[config.mk]
export PLATFORM = sky130hd
export DESIGN_NAME = freq_meter
export DESIGN_NICKNAME = d
export VERILOG_FILES = /design/src/rtl/freq_meter.sv
export SDC_FILE = /design/constraint.sdc
export NUM_CORES = 1
export LEC_CHECK = 0
export BUFFER_PORTS_ARGS = -buffer_cell sky130_fd_sc_hd__buf_2
export CAP_MARGIN = 20
export CORE_UTILIZATION = 64
export CTS_CLUSTER_DIAMETER = 150
export DETAILED_ROUTE_END_ITERATION = 8
export PLACE_DENSITY = 0.84
export SLEW_MARGIN = 10
export SYNTH_ARGS = -nofsm -noshare
export SYNTH_HDL_FRONTEND = slang
export SYNTH_SLANG_ARGS = --single-unit
[constraint.sdc]
create_clock -name sys_clk -period 5.1 [get_ports sys_clk]
set_input_delay 0.255 -clock sys_clk [delete_from_list [all_inputs] [get_ports sys_clk]]
set_output_delay 0.255 -clock sys_clk [all_outputs]
set_load 0.005 [all_outputs]
[src/rtl/freq_meter.sv]
// freq_meter: counts rising edges of an asynchronous input over a fixed gate
// window of sys_clk cycles and publishes the count with a one-cycle valid pulse.
// With the default gate (50e6 cycles at 50 MHz) the result reads directly in Hz.
//
// Optional feature macro: FM_OVERRANGE_EN adds the over_range output.
//
// Ports:
//   sys_clk     in   base clock, rising edge
//   rst         in   asynchronous reset, active-high
//   en          in   1 = back-to-back measurements, 0 = stop/abort
//   sig_in      in   asynchronous signal under measurement
//   freq        out  last completed edge count
//   freq_valid  out  one-cycle pulse when freq updates
//   busy        out  high while a gate window is open
//   over_range  out  (FM_OVERRANGE_EN only) last window's count saturated
module freq_meter #(
  parameter int unsigned GATE_CYCLES = 50_000_000,
  parameter int unsigned CNT_W       = 26,
  parameter int unsigned SYNC_STAGES = 2
) (
  input  logic             sys_clk,
  input  logic             rst,
  input  logic             en,
  input  logic             sig_in,
  output logic [CNT_W-1:0] freq,
  output logic             freq_valid,
  output logic             busy
`ifdef FM_OVERRANGE_EN
  ,
  output logic             over_range
`endif
);

  localparam int unsigned GATE_W = (GATE_CYCLES > 1) ? $clog2(GATE_CYCLES) : 1;
  localparam logic [GATE_W-1:0] GATE_LAST = GATE_W'(GATE_CYCLES - 1);
  localparam logic [CNT_W-1:0]  CNT_MAX   = '1;

  localparam logic [1:0] ST_IDLE  = 2'd0;
  localparam logic [1:0] ST_GATE  = 2'd1;
  localparam logic [1:0] ST_LATCH = 2'd2;

  logic [1:0]             state_q, state_d;
  logic [SYNC_STAGES-1:0] sync_q;
  logic                   hist_q;
  logic                   edge_det;
  logic [GATE_W-1:0]      gate_cnt_q, gate_cnt_d;
  logic [CNT_W-1:0]       edge_cnt_q, edge_cnt_d;
  logic [CNT_W-1:0]       freq_q, freq_d;
  logic                   freq_valid_q, freq_valid_d;
`ifdef FM_OVERRANGE_EN
  logic                   over_range_q, over_range_d;
`endif

  // Synchroniser chain plus one history flop for rising-edge detection.
  always_ff @(posedge sys_clk or posedge rst) begin
    if (rst) begin
      sync_q <= '0;
      hist_q <= 1'b0;
    end else begin
      sync_q <= {sync_q[SYNC_STAGES-2:0], sig_in};
      hist_q <= sync_q[SYNC_STAGES-1];
    end
  end

  assign edge_det = sync_q[SYNC_STAGES-1] & ~hist_q;

  always_comb begin
    state_d      = state_q;
    gate_cnt_d   = gate_cnt_q;
    edge_cnt_d   = edge_cnt_q;
    freq_d       = freq_q;
    freq_valid_d = 1'b0;
`ifdef FM_OVERRANGE_EN
    over_range_d = over_range_q;
`endif
    case (state_q)
      ST_IDLE: begin
        gate_cnt_d = '0;
        edge_cnt_d = '0;
        if (en) state_d = ST_GATE;
      end
      ST_GATE: begin
        if (!en) begin
          // Abort: discard the partial window, leave published results alone.
          state_d    = ST_IDLE;
          gate_cnt_d = '0;
          edge_cnt_d = '0;
        end else begin
          // Saturate rather than wrap so an overload never reads as a low rate.
          if (edge_det && (edge_cnt_q != CNT_MAX)) edge_cnt_d = edge_cnt_q + 1'b1;
          if (gate_cnt_q == GATE_LAST) begin
            state_d    = ST_LATCH;
            gate_cnt_d = '0;
          end else begin
            gate_cnt_d = gate_cnt_q + 1'b1;
          end
        end
      end
      ST_LATCH: begin
        // Edges seen in this cycle are dropped: one dead cycle per measurement.
        freq_d       = edge_cnt_q;
        freq_valid_d = 1'b1;
`ifdef FM_OVERRANGE_EN
        over_range_d = (edge_cnt_q == CNT_MAX);
`endif
        gate_cnt_d   = '0;
        edge_cnt_d   = '0;
        state_d      = en ? ST_GATE : ST_IDLE;
      end
      default: begin
        state_d    = ST_IDLE;
        gate_cnt_d = '0;
        edge_cnt_d = '0;
      end
    endcase
  end

  always_ff @(posedge sys_clk or posedge rst) begin
    if (rst) begin
      state_q      <= ST_IDLE;
      gate_cnt_q   <= '0;
      edge_cnt_q   <= '0;
      freq_q       <= '0;
      freq_valid_q <= 1'b0;
    end else begin
      state_q      <= state_d;
      gate_cnt_q   <= gate_cnt_d;
      edge_cnt_q   <= edge_cnt_d;
      freq_q       <= freq_d;
      freq_valid_q <= freq_valid_d;
    end
  end

`ifdef FM_OVERRANGE_EN
  always_ff @(posedge sys_clk or posedge rst) begin
    if (rst) over_range_q <= 1'b0;
    else     over_range_q <= over_range_d;
  end

  assign over_range = over_range_q;
`endif

  assign freq       = freq_q;
  assign freq_valid = freq_valid_q;
  assign busy       = (state_q == ST_GATE);

endmodule

Yosys cells after proc, flatten, opt, wreduce, memory -nomap -nowiden. Index checks and enable logic that the tools add are counted.

Register bits: 84. Input port bits: 4. Output and inout port bits: 28.

$add $sub $neg: 2. Eq/ne operators: 7. Muxes and demuxes: 12. Bitwise logic cells: 2. Reductions and logical operators: 3.

Operator list (count): two-way mux 26 bit (6); adder 26 x 1 -> 26 bit, second input constant (2); equality test 26 bit, second input constant (1); != test 26 bit, second input constant (1); two-way mux 2 bit (3); != test 3 x 2 -> 1 bit, second input constant (2); one-hot mux 2 bit (3 select lines) (1); equality test 2 x 1 -> 1 bit, second input constant (1); equality test 2 bit, second input constant (1); logical NOT 2 bit (1); two-way mux 1 bit (2); != test 2 bit, second input constant (1); AND reduction 2 bit (1); bitwise AND 1 bit (1); logical AND 1 bit (1); inverter 1 bit (1).

Longest topological paths before layout.
Depth after elaboration: 6. Gate-level depth with buffers: 8. Depth with buffers taken out: 6.

Worst setup path after synthesis. OpenSTA, ideal clock, no wires.

Path type: register -> register. Start point: reg edge_cnt_q[0]. End point: reg edge_cnt_q[9]. Arrival: 1.799 ns. Setup slack: 3.181 ns. Stages on the path, launching flop included: 7. Path through: dfrtp_1 > ha_1 > nand3_1 > nor4_4 > a211oi_1 > a31oi_1 > a41o_1.

Cells in the longest elaborated chain, start to end: 4. Elaborated cells on any way between the ends: 7.

RTL lines: from (decl) (RTL line 47) `logic [CNT_W-1:0] edge_cnt_q, edge_cnt_d;`; from (signal assigned) (RTL line 128) `edge_cnt_q <= edge_cnt_d;`; adder 26 x 1 -> 26 bit (RTL line 90) `if (edge_det && (edge_cnt_q != CNT_MAX)) edge_cnt_d = edge_cnt_q + 1'b1;`; two-way mux 26 bit (RTL line 90); two-way mux 26 bit (RTL line 83) `if (!en) begin`; two-way mux 26 bit (RTL line 76) `case (state_q)`.

Several ways; a longest one is shown, not always the timed one. The select of a mux whose other input is x is not followed. A chain may end at the register's enable or synchronous reset.

Worst setup path after layout.
Start point: reg gate_cnt_q[9]. End point: reg state_q[0].

Cells in the longest elaborated chain, start to end: 3.

RTL lines: from (decl) (RTL line 46) `logic [GATE_W-1:0] gate_cnt_q, gate_cnt_d;`; from (signal assigned) (RTL line 127) `gate_cnt_q <= gate_cnt_d;`; equality test 26 bit (RTL line 91) `if (gate_cnt_q == GATE_LAST) begin`; != test 3 x 2 -> 1 bit (no line); AND reduction 2 bit (no line); to (signal assigned) (RTL line 126) `state_q <= state_d;`; to (decl) (RTL line 42) `logic [1:0] state_q, state_d;`.

Every way passes these cells.

==> impl_metrics.tcl <==
set metrics [dict create \
    status "complete, no violations" \
    setup.worst_path.start_class "flop" \
    drive_above_1_share 0.212 \
    dp_hpwl_mm 5.10 \
    rrSetupSlack_ps 2650 \
    final.fill_count 408 \
    syn-num-nets 369 \
    fin_setup_tns_ps 0 \
    synth-seq-cells 84 \
    core_area_sq_um 5890 \
    finalWorstSetupSlack_ps 2650 \
    io_pins 32 \
    cp_data_required_time_ps 5290 \
    ys_warn_count 0 \
    worstSetupPathType "flop to flop" \
    cts_buffers 9 \
    grt_pass1_vias 2642 \
    nets 402 \
    max_freq_ghz 0.409 \
    area_delta_synth_final_pct 11.9 \
    grt_pass1_wl_mm 12.3 \
    drt_iter0_drc 272 \
    cts_root_buf "clkbuf_8" \
    htreeDepth 3 \
    worstMarginPinSlew_ps 993 \
    synth_top_area_share 0.539 \
    grt_max_degree 85 \
    die_h_microns 80.1 \
    peakVddDrop_mv 0.219 \
    antenna_found_initial 0 \
    rsz0062_at_grt "no" \
    clk_path_buf_depth 2 \
    die_area_sq_um 6410 \
    layout_min_cycle_time_ps 2450 \
    cts_hold_buf 1 \
    ys.flop_type "dfrtp_1" \
    placement_rows 28 \
    cp_slowest_stage_delay_ps 680 \
    worstPathArrival_ps 2640 \
    synth_edf_count 0 \
    post_cts_buffers 0 \
    yosysSeqAreaShare 0.539 \
    synth_cell_types 35 \
    synthCells 363 \
    wl_per_cell_microns 16.0 \
    dp_worst_setup_slack_ps 2550 \
    vias 2835 \
    drt-pass1-iter-count 4 \
    cts_resized 0 \
    grt.overflow.total 0 \
    finalSetupViolations 0 \
    final_hold_viol_count 0 \
    place.gp.congestion 0.861 \
    postRouteAntennaNets 0 \
    cts.sinks 84 \
    initial_core_util 0.663 \
    hold_path.class "input port to flop" \
    num_antenna_cells 0 \
    fin_skew_ps 8.45 \
    max-slew-margin-rel 0.336 \
    cp_slowest_cell "or4b_2" \
    synth_area_leaders "dfrtp_1, mux2_2, xnor2_1" \
    path_cells "or4b_2 -> nor3_1 -> nand4_1 -> nand2_1 -> o21ai_0" \
    p_per_area_nw_per_um2 283 \
    crit_path_end_kind "flop" \
    grtUsageTotal 0.256 \
    via_per_inst 5.96 \
    insertion_delay_ps 350 \
    drcViolationCount 0 \
    syn_avg_cell_area_sq_um 10.8 \
    yosys.area.top_type "dfrtp_1" \
    drv_slew 0 \
    wirelength_mm 7.62 \
    syn_area_sq_um 3900 \
    leakage_uw 0.00209 \
    yosysMostFrequentCell "dfrtp_1" \
    die_width_microns 80.1 \
    cts_tree "yes" \
    async_flop_share 1.00 \
    yosys-top-cells-count "dfrtp_1, nor2_1, nand2_1" \
    portBuffers 31 \
    path_max_fanout 25 \
    cap_violations 0 \
    path_clk_slew_ps 80 \
    period_share 0.480 \
]
## final timing paths
check / start / endpoint / depth (start not counted)
max: gate_cnt_q[9] / state_q[0] / 5
min reg2reg: sync_q[0] / sync_q[1] / 0
min in group asynchronous: rst / freq[3] / 4
max in group asynchronous: rst / gate_cnt_q[22] / 5
max reg2reg: gate_cnt_q[9] / state_q[0] / 5
min: en / state_q[0] / 3
## registers in the layout, summed over array words and instances, names as in the netlist
signal and flops:
gate_cnt_q 26, sync_q 2, freq 26, edge_cnt_q 26, hist_q 1, freq_valid 1
state_q 2
## metal layers
metal / track usage / wire [microns]
met1: 0.344 / 3430
met2: 0.408 / 3780
met3: 0.0398 / 241
met4: 0.129 / 158
met5: 0 / 0
## critical path: cells and delay by family, from the launching register on
kind	cells	cell delay, ps
and+or+nand+nor	4	1680
AOI/OAI and AO/OA	1	190
DFF	1	420
## final cells by class
type                       instances  area (sq um)  area share
sequential                        84          2100       0.481
multi-input combinational        260          1720       0.393
timing repair buffer              36           218      0.0498
clock buffer                      11           141      0.0324
tap                               75          93.8      0.0215
clock inverter                     5          75.1      0.0172
inverter                           5          20.0     0.00458
## where the power goes
group | leakage, uW | total (uW) | internal, uW | switching (uW)
combinational | 0.000811 | 47.3 | 11.2 | 36.1
clock | 0.000113 | 517 | 287 | 230
sequential | 0.00116 | 673 | 669 | 4.05
## cell usage in the layout (no fill, tap or decap), drive strengths merged, types with 2 or more instances in the layout
cell         synthesis  routed
nand2               25      25
xnor2               24      24
o21ai                4       4
clkbuf               7      11
and4                 7       7
a2111oi              2       2
a31oi                4       4
dfrtp               84      84
or2                  2       2
a211oi               8       8
nor3                 8       8
nand2b               3       3
nand3               18      18
a21oi               11      11
mux2                24      24
bufinv               0       2
nor2b                2       2
dlygate4sd3          0       2
and3                11      11
buf                  7      34
nor2                53      53
clkinv               0       4
nor4                 4       4
ha                   2       2
and2                 4       4
a41o                 4       4
xor2                13      13
a31o                 6       6
inv                  5       4
nand4               16      16
## metrics by stage
| stage | utilization | total power [uW] | hold WS [ps] | instance area, sq um | instances |
|---|---|---|---|---|---|
| 2_1_floorplan | - | 719 | 286 | 3900 | 363 |
| 5_1_grt | 0.742 | 1280 | 181 | 4370 | 476 |
| 6_report | 0.742 | 1240 | 168 | 4370 | 476 |
| 3_5_place_dp | 0.696 | 731 | 336 | 4100 | 457 |
| 4_1_cts | 0.735 | 1240 | 163 | 4330 | 474 |
| 3_3_place_gp | 0.696 | 729 | 334 | 4100 | 457 |
## kinds of logic after synthesis
logic type | synth area share
flops | 0.539
buf+inv | 0.0224
simple gates | 0.206
compound gates | 0.0715
mux | 0.0718
fa+ha+maj | 0.00641
xor+xnor | 0.0830
(Power assumes the default switching activity.)
